### src/rtl/cavlc_mb_sequencer_if.sv
// Handshake and neighbour-data bundle between the macroblock sequencer and its
// surroundings (slice control, CAVLC core, neighbour TotalCoeff store).
interface cavlc_mb_sequencer_if #(
    parameter int unsigned LEVEL_W = 13,
    parameter int unsigned TC_W    = 5
);
    logic                 mb_start_i;
    logic                 mb_abort_i;
    logic                 left_avail_i;
    logic                 top_avail_i;
    logic [4*TC_W-1:0]    left_tc_i;
    logic [4*TC_W-1:0]    top_tc_i;
    logic                 blk_start_o;
    logic [3:0]           blk_idx_o;
    logic [TC_W-1:0]      blk_nc_o;
    logic [LEVEL_W-1:0]   level_i;
    logic                 wr_req_i;
    logic                 block_done_i;
    logic                 busy_o;
    logic                 mb_done_o;
    logic [4*TC_W-1:0]    bot_tc_o;
    logic [4*TC_W-1:0]    right_tc_o;

    modport slave (
        input  mb_start_i, mb_abort_i, left_avail_i, top_avail_i,
        input  left_tc_i, top_tc_i, level_i, wr_req_i, block_done_i,
        output blk_start_o, blk_idx_o, blk_nc_o, busy_o, mb_done_o,
        output bot_tc_o, right_tc_o
    );

    modport master (
        output mb_start_i, mb_abort_i, left_avail_i, top_avail_i,
        output left_tc_i, top_tc_i, level_i, wr_req_i, block_done_i,
        input  blk_start_o, blk_idx_o, blk_nc_o, busy_o, mb_done_o,
        input  bot_tc_o, right_tc_o
    );
endinterface

### src/rtl/cavlc_mb_sequencer.sv
// Walks the 16 luma 4x4 blocks of a macroblock through the CAVLC core in
// 8x8-quadrant scan order, predicting nC and tallying TotalCoeff per block.
module cavlc_mb_sequencer #(
    parameter int unsigned LEVEL_W = 13,
    parameter int unsigned TC_W    = 5
) (
    input  logic                 clk,
    input  logic                 rst_n,
    cavlc_mb_sequencer_if.slave  bus
);
    localparam int unsigned NBLK  = 16;
    localparam int unsigned ROW_W = 4 * TC_W;
    localparam int unsigned TCV_W = NBLK * TC_W;

    typedef enum logic [1:0] {S_IDLE, S_ISSUE, S_WAIT, S_DONE} state_t;

    state_t             state_q, state_d;
    logic [3:0]         blk_idx_q, blk_idx_d;
    logic [TC_W-1:0]    cnt_q, cnt_d, cnt_inc;
    logic [TCV_W-1:0]   tc_q, tc_d;
    logic [TC_W-1:0]    blk_nc_q, blk_nc_d, nc_c;
    logic               blk_start_q, blk_start_d;
    logic               busy_q, busy_d;
    logic               mb_done_q, mb_done_d;
    logic [ROW_W-1:0]   bot_tc_q, bot_tc_d;
    logic [ROW_W-1:0]   right_tc_q, right_tc_d;

    logic [1:0]         pos_x, pos_y;
    logic               a_ok, b_ok;
    logic [TC_W-1:0]    n_a, n_b;
    logic [5:0]         sum_ab;

    // Scan index from block coordinates: idx = {y1, x1, y0, x0}
    function automatic logic [3:0] pos_idx(input logic [1:0] x, input logic [1:0] y);
        return {y[1], x[1], y[0], x[0]};
    endfunction

    function automatic logic [TC_W-1:0] tc_at(input logic [TCV_W-1:0] v, input logic [3:0] idx);
        return v[int'(idx)*TC_W +: TC_W];
    endfunction

    // nC prediction for the block at blk_idx_q from finished blocks or neighbour MBs
    always_comb begin
        pos_x  = {blk_idx_q[2], blk_idx_q[0]};
        pos_y  = {blk_idx_q[3], blk_idx_q[1]};
        a_ok   = (pos_x != 2'd0) || bus.left_avail_i;
        b_ok   = (pos_y != 2'd0) || bus.top_avail_i;
        n_a    = (pos_x != 2'd0) ? tc_at(tc_q, pos_idx(pos_x - 2'd1, pos_y))
                                 : bus.left_tc_i[int'(pos_y)*TC_W +: TC_W];
        n_b    = (pos_y != 2'd0) ? tc_at(tc_q, pos_idx(pos_x, pos_y - 2'd1))
                                 : bus.top_tc_i[int'(pos_x)*TC_W +: TC_W];
        sum_ab = 6'(n_a) + 6'(n_b) + 6'd1;
        if (a_ok && b_ok) begin
            nc_c = TC_W'(sum_ab >> 1);
        end else if (a_ok) begin
            nc_c = n_a;
        end else if (b_ok) begin
            nc_c = n_b;
        end else begin
            nc_c = '0;
        end
    end

    // Non-zero level counter, saturating at 16 coefficients
    always_comb begin
        cnt_inc = cnt_q;
        if (bus.wr_req_i && (bus.level_i != LEVEL_W'(0)) && (cnt_q != TC_W'(NBLK))) begin
            cnt_inc = cnt_q + TC_W'(1);
        end
    end

    always_comb begin
        state_d    = state_q;
        blk_idx_d  = blk_idx_q;
        cnt_d      = cnt_q;
        tc_d       = tc_q;
        blk_nc_d   = blk_nc_q;
        bot_tc_d   = bot_tc_q;
        right_tc_d = right_tc_q;

        unique case (state_q)
            S_IDLE: begin
                if (bus.mb_start_i) begin
                    state_d   = S_ISSUE;
                    blk_idx_d = 4'd0;
                    cnt_d     = '0;
                    tc_d      = '0;
                end
            end
            S_ISSUE: begin
                blk_nc_d = nc_c;
                state_d  = S_WAIT;
            end
            S_WAIT: begin
                cnt_d = cnt_inc;
                if (bus.block_done_i) begin
                    tc_d[int'(blk_idx_q)*TC_W +: TC_W] = cnt_inc;
                    cnt_d = '0;
                    if (blk_idx_q == 4'd15) begin
                        state_d = S_DONE;
                    end else begin
                        blk_idx_d = blk_idx_q + 4'd1;
                        state_d   = S_ISSUE;
                    end
                end
            end
            S_DONE: begin
                state_d = S_IDLE;
            end
            default: begin
                state_d = S_IDLE;
            end
        endcase

        // Neighbour export is captured on entry to DONE so it is valid with MbDone
        if (state_d == S_DONE) begin
            for (int i = 0; i < 4; i++) begin
                bot_tc_d[i*TC_W +: TC_W]   = tc_at(tc_d, pos_idx(2'(i), 2'd3));
                right_tc_d[i*TC_W +: TC_W] = tc_at(tc_d, pos_idx(2'd3, 2'(i)));
            end
        end

        if (bus.mb_abort_i) begin
            state_d    = S_IDLE;
            bot_tc_d   = bot_tc_q;
            right_tc_d = right_tc_q;
        end

        blk_start_d = (state_d == S_ISSUE);
        mb_done_d   = (state_d == S_DONE);
        busy_d      = (state_d != S_IDLE);
    end

    always_ff @(posedge clk or negedge rst_n) begin
        if (!rst_n) begin
            state_q     <= S_IDLE;
            blk_idx_q   <= 4'd0;
            cnt_q       <= '0;
            tc_q        <= '0;
            blk_nc_q    <= '0;
            blk_start_q <= 1'b0;
            busy_q      <= 1'b0;
            mb_done_q   <= 1'b0;
            bot_tc_q    <= '0;
            right_tc_q  <= '0;
        end else begin
            state_q     <= state_d;
            blk_idx_q   <= blk_idx_d;
            cnt_q       <= cnt_d;
            tc_q        <= tc_d;
            blk_nc_q    <= blk_nc_d;
            blk_start_q <= blk_start_d;
            busy_q      <= busy_d;
            mb_done_q   <= mb_done_d;
            bot_tc_q    <= bot_tc_d;
            right_tc_q  <= right_tc_d;
        end
    end

    assign bus.blk_start_o = blk_start_q;
    assign bus.blk_idx_o   = blk_idx_q;
    assign bus.blk_nc_o    = blk_nc_q;
    assign bus.busy_o      = busy_q;
    assign bus.mb_done_o   = mb_done_q;
    assign bus.bot_tc_o    = bot_tc_q;
    assign bus.right_tc_o  = right_tc_q;
endmodule

### src/flat_wrapper.sv
// flat-port wrapper written by rule: the top's interface ports become plain ports
module cavlc_mb_sequencer_flat 
#(
    parameter int unsigned LEVEL_W = 13,
    parameter int unsigned TC_W    = 5
)
  (clk, rst_n, bus_mb_start_i, bus_mb_abort_i, bus_left_avail_i, bus_top_avail_i, bus_left_tc_i, bus_top_tc_i, bus_level_i, bus_wr_req_i, bus_block_done_i, bus_blk_start_o, bus_blk_idx_o, bus_blk_nc_o, bus_busy_o, bus_mb_done_o, bus_bot_tc_o, bus_right_tc_o);
  cavlc_mb_sequencer_if #(.LEVEL_W(LEVEL_W), .TC_W(TC_W)) bus_i ();
  input  logic clk;
  input  logic rst_n;
  input wire logic [$bits(bus_i.mb_start_i)-1:0] bus_mb_start_i;
  input wire logic [$bits(bus_i.mb_abort_i)-1:0] bus_mb_abort_i;
  input wire logic [$bits(bus_i.left_avail_i)-1:0] bus_left_avail_i;
  input wire logic [$bits(bus_i.top_avail_i)-1:0] bus_top_avail_i;
  input wire logic [$bits(bus_i.left_tc_i)-1:0] bus_left_tc_i;
  input wire logic [$bits(bus_i.top_tc_i)-1:0] bus_top_tc_i;
  input wire logic [$bits(bus_i.level_i)-1:0] bus_level_i;
  input wire logic [$bits(bus_i.wr_req_i)-1:0] bus_wr_req_i;
  input wire logic [$bits(bus_i.block_done_i)-1:0] bus_block_done_i;
  output wire logic [$bits(bus_i.blk_start_o)-1:0] bus_blk_start_o;
  output wire logic [$bits(bus_i.blk_idx_o)-1:0] bus_blk_idx_o;
  output wire logic [$bits(bus_i.blk_nc_o)-1:0] bus_blk_nc_o;
  output wire logic [$bits(bus_i.busy_o)-1:0] bus_busy_o;
  output wire logic [$bits(bus_i.mb_done_o)-1:0] bus_mb_done_o;
  output wire logic [$bits(bus_i.bot_tc_o)-1:0] bus_bot_tc_o;
  output wire logic [$bits(bus_i.right_tc_o)-1:0] bus_right_tc_o;
  assign bus_i.mb_start_i = bus_mb_start_i;
  assign bus_i.mb_abort_i = bus_mb_abort_i;
  assign bus_i.left_avail_i = bus_left_avail_i;
  assign bus_i.top_avail_i = bus_top_avail_i;
  assign bus_i.left_tc_i = bus_left_tc_i;
  assign bus_i.top_tc_i = bus_top_tc_i;
  assign bus_i.level_i = bus_level_i;
  assign bus_i.wr_req_i = bus_wr_req_i;
  assign bus_i.block_done_i = bus_block_done_i;
  assign bus_blk_start_o = bus_i.blk_start_o;
  assign bus_blk_idx_o = bus_i.blk_idx_o;
  assign bus_blk_nc_o = bus_i.blk_nc_o;
  assign bus_busy_o = bus_i.busy_o;
  assign bus_mb_done_o = bus_i.mb_done_o;
  assign bus_bot_tc_o = bus_i.bot_tc_o;
  assign bus_right_tc_o = bus_i.right_tc_o;
  cavlc_mb_sequencer #(.LEVEL_W(LEVEL_W), .TC_W(TC_W)) u_core (.clk(clk), .rst_n(rst_n), .bus(bus_i));
endmodule
### config.mk
export PLATFORM = sky130hd
export DESIGN_NAME = cavlc_mb_sequencer_flat
export DESIGN_NICKNAME = d
export VERILOG_FILES = /design/src/rtl/cavlc_mb_sequencer_if.sv /design/src/rtl/cavlc_mb_sequencer.sv /design/src/flat_wrapper.sv
export SDC_FILE = /design/constraint.sdc
export NUM_CORES = 1
export LEC_CHECK = 0
export ABC_AREA = 1
export CAP_MARGIN = 25
export CORE_MARGIN = 10
export CORE_UTILIZATION = 45
export DETAILED_ROUTE_END_ITERATION = 10
export PLACE_DENSITY = 0.76
export SYNTH_ARGS = -nofsm -noshare
export SYNTH_HDL_FRONTEND = slang
export SYNTH_SLANG_ARGS = --single-unit
### constraint.sdc
create_clock -name clk -period 4.95 [get_ports clk]
set_input_delay 0.495 -clock clk [delete_from_list [all_inputs] [get_ports clk]]
set_output_delay 0.495 -clock clk [all_outputs]
set_load 0.03 [all_outputs]
# ---- Yosys cells after proc, flatten, opt, wreduce, memory -nomap -nowiden
# Cells that the tools add are included.
dict set report word_totals {
  regBits 139
  inputBits 61
  out_inout_bits 52
}
dict set report classes {
  add_sub_neg 7
  mul 5
  n_eq_ne 11
  shifts 6
  mux 22
  n_bitwise 1
  n_reduce_logical 15
}
# op count
set ops {}
lappend ops {{2-to-1 mux 80 bit} 2}
lappend ops {{case mux 80 bit (2 select lines)} 1}
lappend ops {{indexed part select 80 x 8 -> 5 bit} 2}
lappend ops {{bitwise mux 80 bit} 1}
lappend ops {{variable shift 5 x 34 -> 80 bit, first input constant} 1}
lappend ops {{indexed part select 5 x 34 -> 80 bit} 1}
lappend ops {{2-to-1 mux 5 bit} 8}
lappend ops {{indexed part select 20 x 6 -> 5 bit} 2}
lappend ops {{negation 7 -> 34 bit} 1}
lappend ops {{multiplier 4 x 3 -> 7 bit, second input constant} 3}
lappend ops {{nonzero test 13 bit} 1}
lappend ops {{2-to-1 mux 4 bit} 3}
lappend ops {{multiplier 2 x 3 -> 5 bit, second input constant} 2}
lappend ops {{case mux 5 bit (2 select lines)} 1}
lappend ops {{== test 2 bit, second input constant} 4}
lappend ops {{2-to-1 mux 2 bit} 4}
lappend ops {{case mux 2 bit (4 select lines)} 1}
lappend ops {{case mux 4 bit (2 select lines)} 1}
lappend ops {{nonzero test 2 bit} 4}
lappend ops {{adder 5 x 5 -> 6 bit} 1}
lappend ops {{adder 6 x 1 -> 6 bit, second input constant} 1}
lappend ops {{inequality test 2 bit, second input constant} 3}
lappend ops {{adder 5 x 1 -> 5 bit, second input constant} 1}
lappend ops {{inequality test 5 bit, second input constant} 1}
lappend ops {{other kinds (11)} 17}

# ---- Longest topological paths before layout
dict set report logic_depth {
  depth_word 8
  depth_mapped 22
  depth_no_buf 17
}

# ---- Least setup slack after synthesis
# Ideal clock, no wire load.
dict set report synth_timing {
  kind {reg-to-reg}
  startpoint {register u_core.blk_idx_q[0] (netlist: u_core.bus.blk_idx_o[0])}
  endpoint {register u_core.blk_nc_q[3] (netlist: u_core.bus.blk_nc_o[3])}
  setup_time_ns 0.121
  arrival_ns 3.462
  t_required_ns 4.829
  setup_slack_ns 1.367
  stages_incl_launch_ff 20
  synth_period_minus_slack_ns 3.583
  cell_sequence {dfrtp_1 > inv_2 > buf_2 > clkbuf_1 > ha_1 > buf_2 > inv_1 > clkbuf_1 > a21oi_1 > o21ai_0 > nand3_1 > and2_1 > fa_1 > a21oi_1 > nor2_1 > nor2_1 > xnor2_1 > o21ai_0 > o21bai_1 > nand2_1}
}
dict set report synth_via {
  elab_chain_cells 7
  word_cells_on_any_way 17
  cone_classes {add/sub (3); mul (3); shift (3); mux (5); reduce/logical (3)}
}
# element line
set synth_lines {}
lappend synth_lines {{start, declared} cavlc_mb_sequencer.sv:18} ;# logic [3:0] blk_idx_q, blk_idx_d;
lappend synth_lines {{start signal, assigned} cavlc_mb_sequencer.sv:148} ;# blk_idx_q <= blk_idx_d;
lappend synth_lines {{subtractor 2 x 1 -> 2 bit} cavlc_mb_sequencer.sv:48} ;# n_a = (pos_x != 2'd0) ? tc_at(tc_q, pos_idx(pos_x - 2'd1, pos_y))
lappend synth_lines {{multiplier 4 x 3 -> 7 bit} cavlc_mb_sequencer.sv:39} ;# return v[int'(idx)*TC_W +: TC_W];
lappend synth_lines {{indexed part select 80 x 8 -> 5 bit} cavlc_mb_sequencer.sv:39}
lappend synth_lines {{2-to-1 mux 5 bit} cavlc_mb_sequencer.sv:48}
lappend synth_lines {{adder 5 x 5 -> 6 bit} cavlc_mb_sequencer.sv:52} ;# sum_ab = 6'(n_a) + 6'(n_b) + 6'd1;
lappend synth_lines {{adder 6 x 1 -> 6 bit} cavlc_mb_sequencer.sv:52}
lappend synth_lines {{2-to-1 mux 5 bit *} cavlc_mb_sequencer.sv:53} ;# if (a_ok && b_ok) begin
lappend synth_lines {{end signal, assigned} cavlc_mb_sequencer.sv:151} ;# blk_nc_q <= blk_nc_d;
lappend synth_lines {{end, declared} cavlc_mb_sequencer.sv:21} ;# logic [TC_W-1:0] blk_nc_q, blk_nc_d, nc_c;
# Every way passes the cells marked *; elsewhere a longest branch is shown, timed or not.
# A chain may end at the register's enable or synchronous reset.

# ---- Final worst setup path
# Ends and elaborated chain as after synthesis.

==> results.sh <==
export IMPL_run_status="complete, no violations"
export IMPL_die_x_um=157.4
export IMPL_post_place_ws_ns=1.333
export IMPL_post_cts_buffers=0
export IMPL_hold_path_class="primary input to async pin"
export IMPL_p_leak_nw=4.495
export IMPL_wl_met3_mm=2.740
export IMPL_grtUsageTotal=0.2454
export IMPL_drtPass1Iterations=6
export IMPL_viasPerCell=5.745
export IMPL_yosysWarnings=0
export IMPL_clockBufferDepth=2
export IMPL_cts_root_buf="clkbuf_16"
export IMPL_ys_flop_type="dfrtp_1"
export IMPL_maxSlewHeadroom=0.3965
export IMPL_vdd_drop_max_v=0.0002766
export IMPL_rows=50
export IMPL_syn_area_mm2=0.008499
export IMPL_cap_violations=0
export IMPL_tritoncts="built"
export IMPL_slew_violations=0
export IMPL_routedWlPerCell_um=20.04
export IMPL_seq_area_frac_synth=0.3945
export IMPL_finalSetupTns_ns=0
export IMPL_antenna_found_initial=0
export IMPL_postCtsResizedCells=0
export IMPL_clock_skew_ns=0.008560
export IMPL_dp_hpwl_mm=22.08
export IMPL_drive_gt1_frac=0.08031
export IMPL_synth_cells=1183
export IMPL_endpoint_kind="flop"
export IMPL_top_layer="met4"
export IMPL_worst_setup_path_type="flop to flop"
export IMPL_fmax_ghz=0.2704
export IMPL_antenna_left=0
export IMPL_fin_ws_ns=1.251
export IMPL_gp_congestion=1.017
export IMPL_required_ns=5.27
export IMPL_ys_types=43
export IMPL_syn_area_per_cell_um2=7.185
export IMPL_drt_met1_wl_mm=13.31
export IMPL_cts_made_buffers=17
export IMPL_grt_pass1_vias=8323
export IMPL_cp_arrival_ns=4.02
export IMPL_cp_max_fo=46
export IMPL_synth_seq_cells=134
export IMPL_num_vias=8640
export IMPL_coreArea_mm2=0.01864
export IMPL_cts_htree_levels=4
export IMPL_die_y_um=157.4
export IMPL_ios=113
export IMPL_start_kind="flop"
export IMPL_clk_insertion_delay_late_ns=0.43
export IMPL_period_needed_ns=3.699
export IMPL_grt_setup_unrepaired="no"
export IMPL_initial_core_util=0.4559
export IMPL_areaGrowthSynthToFinish_pct=21.32
export IMPL_grt_first_pass_wirelength_mm=47.57
export IMPL_final_cell_mix="nand2_1, o21ai_0, dfrtp_1"
export IMPL_fin_crit_sh=0.7472
export IMPL_io_buffers=112
export IMPL_antenna_cells=0
export IMPL_route_detailed_drc=0
export IMPL_cts_num_sinks=134
export IMPL_wirelength_mm=30.14
export IMPL_nets=1332
export IMPL_powerDensity_mw_per_mm2=320.8
export IMPL_clkSlewWorstSetupHoldPaths_ns=0.06
export IMPL_setup_viol=0
export IMPL_grt_overflow=0
export IMPL_syn_nets=1258
export IMPL_grt_max_degree=103
export IMPL_hold_viol=0
export IMPL_die_area_mm2=0.02478
export IMPL_final_common_cell="nand2_1"
export IMPL_synth_edf_count=0
export IMPL_synthArstFlopShare=1.000
export IMPL_met2RoutedLength_mm=12.98
export IMPL_worstMarginPinSlew_ns=0.9053
export IMPL_cts_hold_buf=0
export IMPL_drtIter0Drc=861
[area by class of cell]
cell class	instances	area (µm²)
clock buffers	17	425.4
clock inverters	15	200.2
fillers	1767	8332
inverters	121	456.7
multi-input cells	860	4363
flip-flops and latches	134	3356
well taps	234	292.8
repair buffers	123	1217
[kinds of logic (layout without fill, tap and decap cells)]
group	after synthesis	after routing	share of synthesized area
flops	134	134	0.3945
fa+ha+maj	14	14	0.02149
compound gates	350	350	0.2267
simple gates	488	488	0.2538
xor+xnor	7	7	0.009423
buf+inv	189	276	0.09289
mux	1	1	0.001178
[registers in the layout, indices dropped and copies added (netlist names), 2 cells and up]
name and flops:
u_core.bus.blk_nc_o 5, u_core.tc_q 80, u_core.cnt_q 5, u_core.bus.bot_tc_o 15, u_core.state_q 2, u_core.bus.blk_idx_o 4, u_core.bus.right_tc_o 20
[synthesized netlist by cell type, types with 2 or more instances]
| master | number | area (µm²) |
|---|---|---|
| clkbuf_1 | 19 | 71.32 |
| o211ai_1 | 9 | 67.56 |
| inv_1 | 103 | 386.6 |
| buf_2 | 32 | 160.2 |
| o21ai_0 | 133 | 665.6 |
| nor3_1 | 11 | 55.05 |
| ha_1 | 13 | 162.7 |
| nor2_1 | 40 | 150.1 |
| nor2_4 | 2 | 22.52 |
| and2_1 | 8 | 50.05 |
| inv_2 | 15 | 56.30 |
| nor2_2 | 5 | 31.28 |
| nand2_1 | 284 | 1066 |
| o2bb2ai_1 | 5 | 43.79 |
| buf_1 | 8 | 30.03 |
| buf_4 | 8 | 60.06 |
| nand3_1 | 110 | 550.5 |
| o21ai_2 | 13 | 113.9 |
| and3_1 | 2 | 12.51 |
| o22ai_1 | 17 | 106.4 |
| dfrtp_1 | 134 | 3353 |
| or2_2 | 2 | 12.51 |
| nor3_2 | 9 | 90.09 |
| xor2_1 | 3 | 26.28 |
| o221ai_1 | 11 | 96.34 |
| a21oi_1 | 130 | 650.6 |
| o31ai_1 | 4 | 30.03 |
| nand3_2 | 2 | 20.02 |
| xnor2_1 | 3 | 26.28 |
| nand2_2 | 3 | 18.77 |
| nand4_1 | 8 | 50.05 |
| o21ai_1 | 25 | 125.1 |
| clkinv_1 | 2 | 7.510 |
[metrics by stage]
step / power (W) / util / hold slack (ns) / cell area [µm²] / instances
floorplan: 0.001666 / - / 0.1994 / 8499 / 1183
global placement: 0.001947 / 0.5195 / 0.4627 / 9686 / 1472
detailed placement: 0.001948 / 0.5195 / 0.4644 / 9686 / 1472
CTS: 0.003315 / 0.5531 / 0.2208 / 10310 / 1504
global route: 0.003444 / 0.5531 / 0.2454 / 10310 / 1504
finish: 0.003308 / 0.5531 / 0.1598 / 10310 / 1504
[power breakdown]
group,internal [W],switching [W],total (W)
logic,0.000271,0.000472,0.000743
registers,0.00115,0.0000416,0.00119
clock network,0.000845,0.000531,0.00138
total,0.00226,0.00104,0.00331
[layer usage]
| layer | GRT usage | vias up |
|---|---|---|
| li1 | - | 4121 |
| met1 | 0.3304 | 4039 |
| met2 | 0.3707 | 421 |
| met3 | 0.05786 | 59 |
| met4 | 0.1006 | 0 |
| met5 | 0 | - |
[critical path: stages, from the launching register on]
cell	delay (ns)
dfrtp_2	0.82
inv_2	0.08
ha_1	0.45
inv_1	0.44
nand3_1	0.20
nand3_1	0.14
nand3_1	0.14
nand2_1	0.09
nand2_1	0.11
fa_1	0.42
a21oi_1	0.15
nor2_1	0.06
nor2_1	0.11
xnor2_1	0.07
o21ai_0	0.12
o21bai_1	0.13
nand2_1	0.06
[path summary, 6_finish.rpt]
check | start | end | slack [ns] | cells past startpoint
min in group clk | u_core.bus.bot_tc_o[10] | u_core.bus.bot_tc_o[10] | 0.48 | 2
worst min register to register | u_core.bus.bot_tc_o[10] | u_core.bus.bot_tc_o[10] | 0.48 | 2
worst max-delay path | u_core.bus.blk_idx_o[0] | u_core.bus.blk_nc_o[3] | 1.25 | 16
worst max register to register | u_core.bus.blk_idx_o[0] | u_core.bus.blk_nc_o[3] | 1.25 | 16
max in group asynchronous | rst_n | u_core.bus.blk_idx_o[1] | 3.76 | 2
worst min-delay path | rst_n | u_core.bus.right_tc_o[16] | 0.16 | 1
No activity file was read; power rests on OpenSTA's default activity.
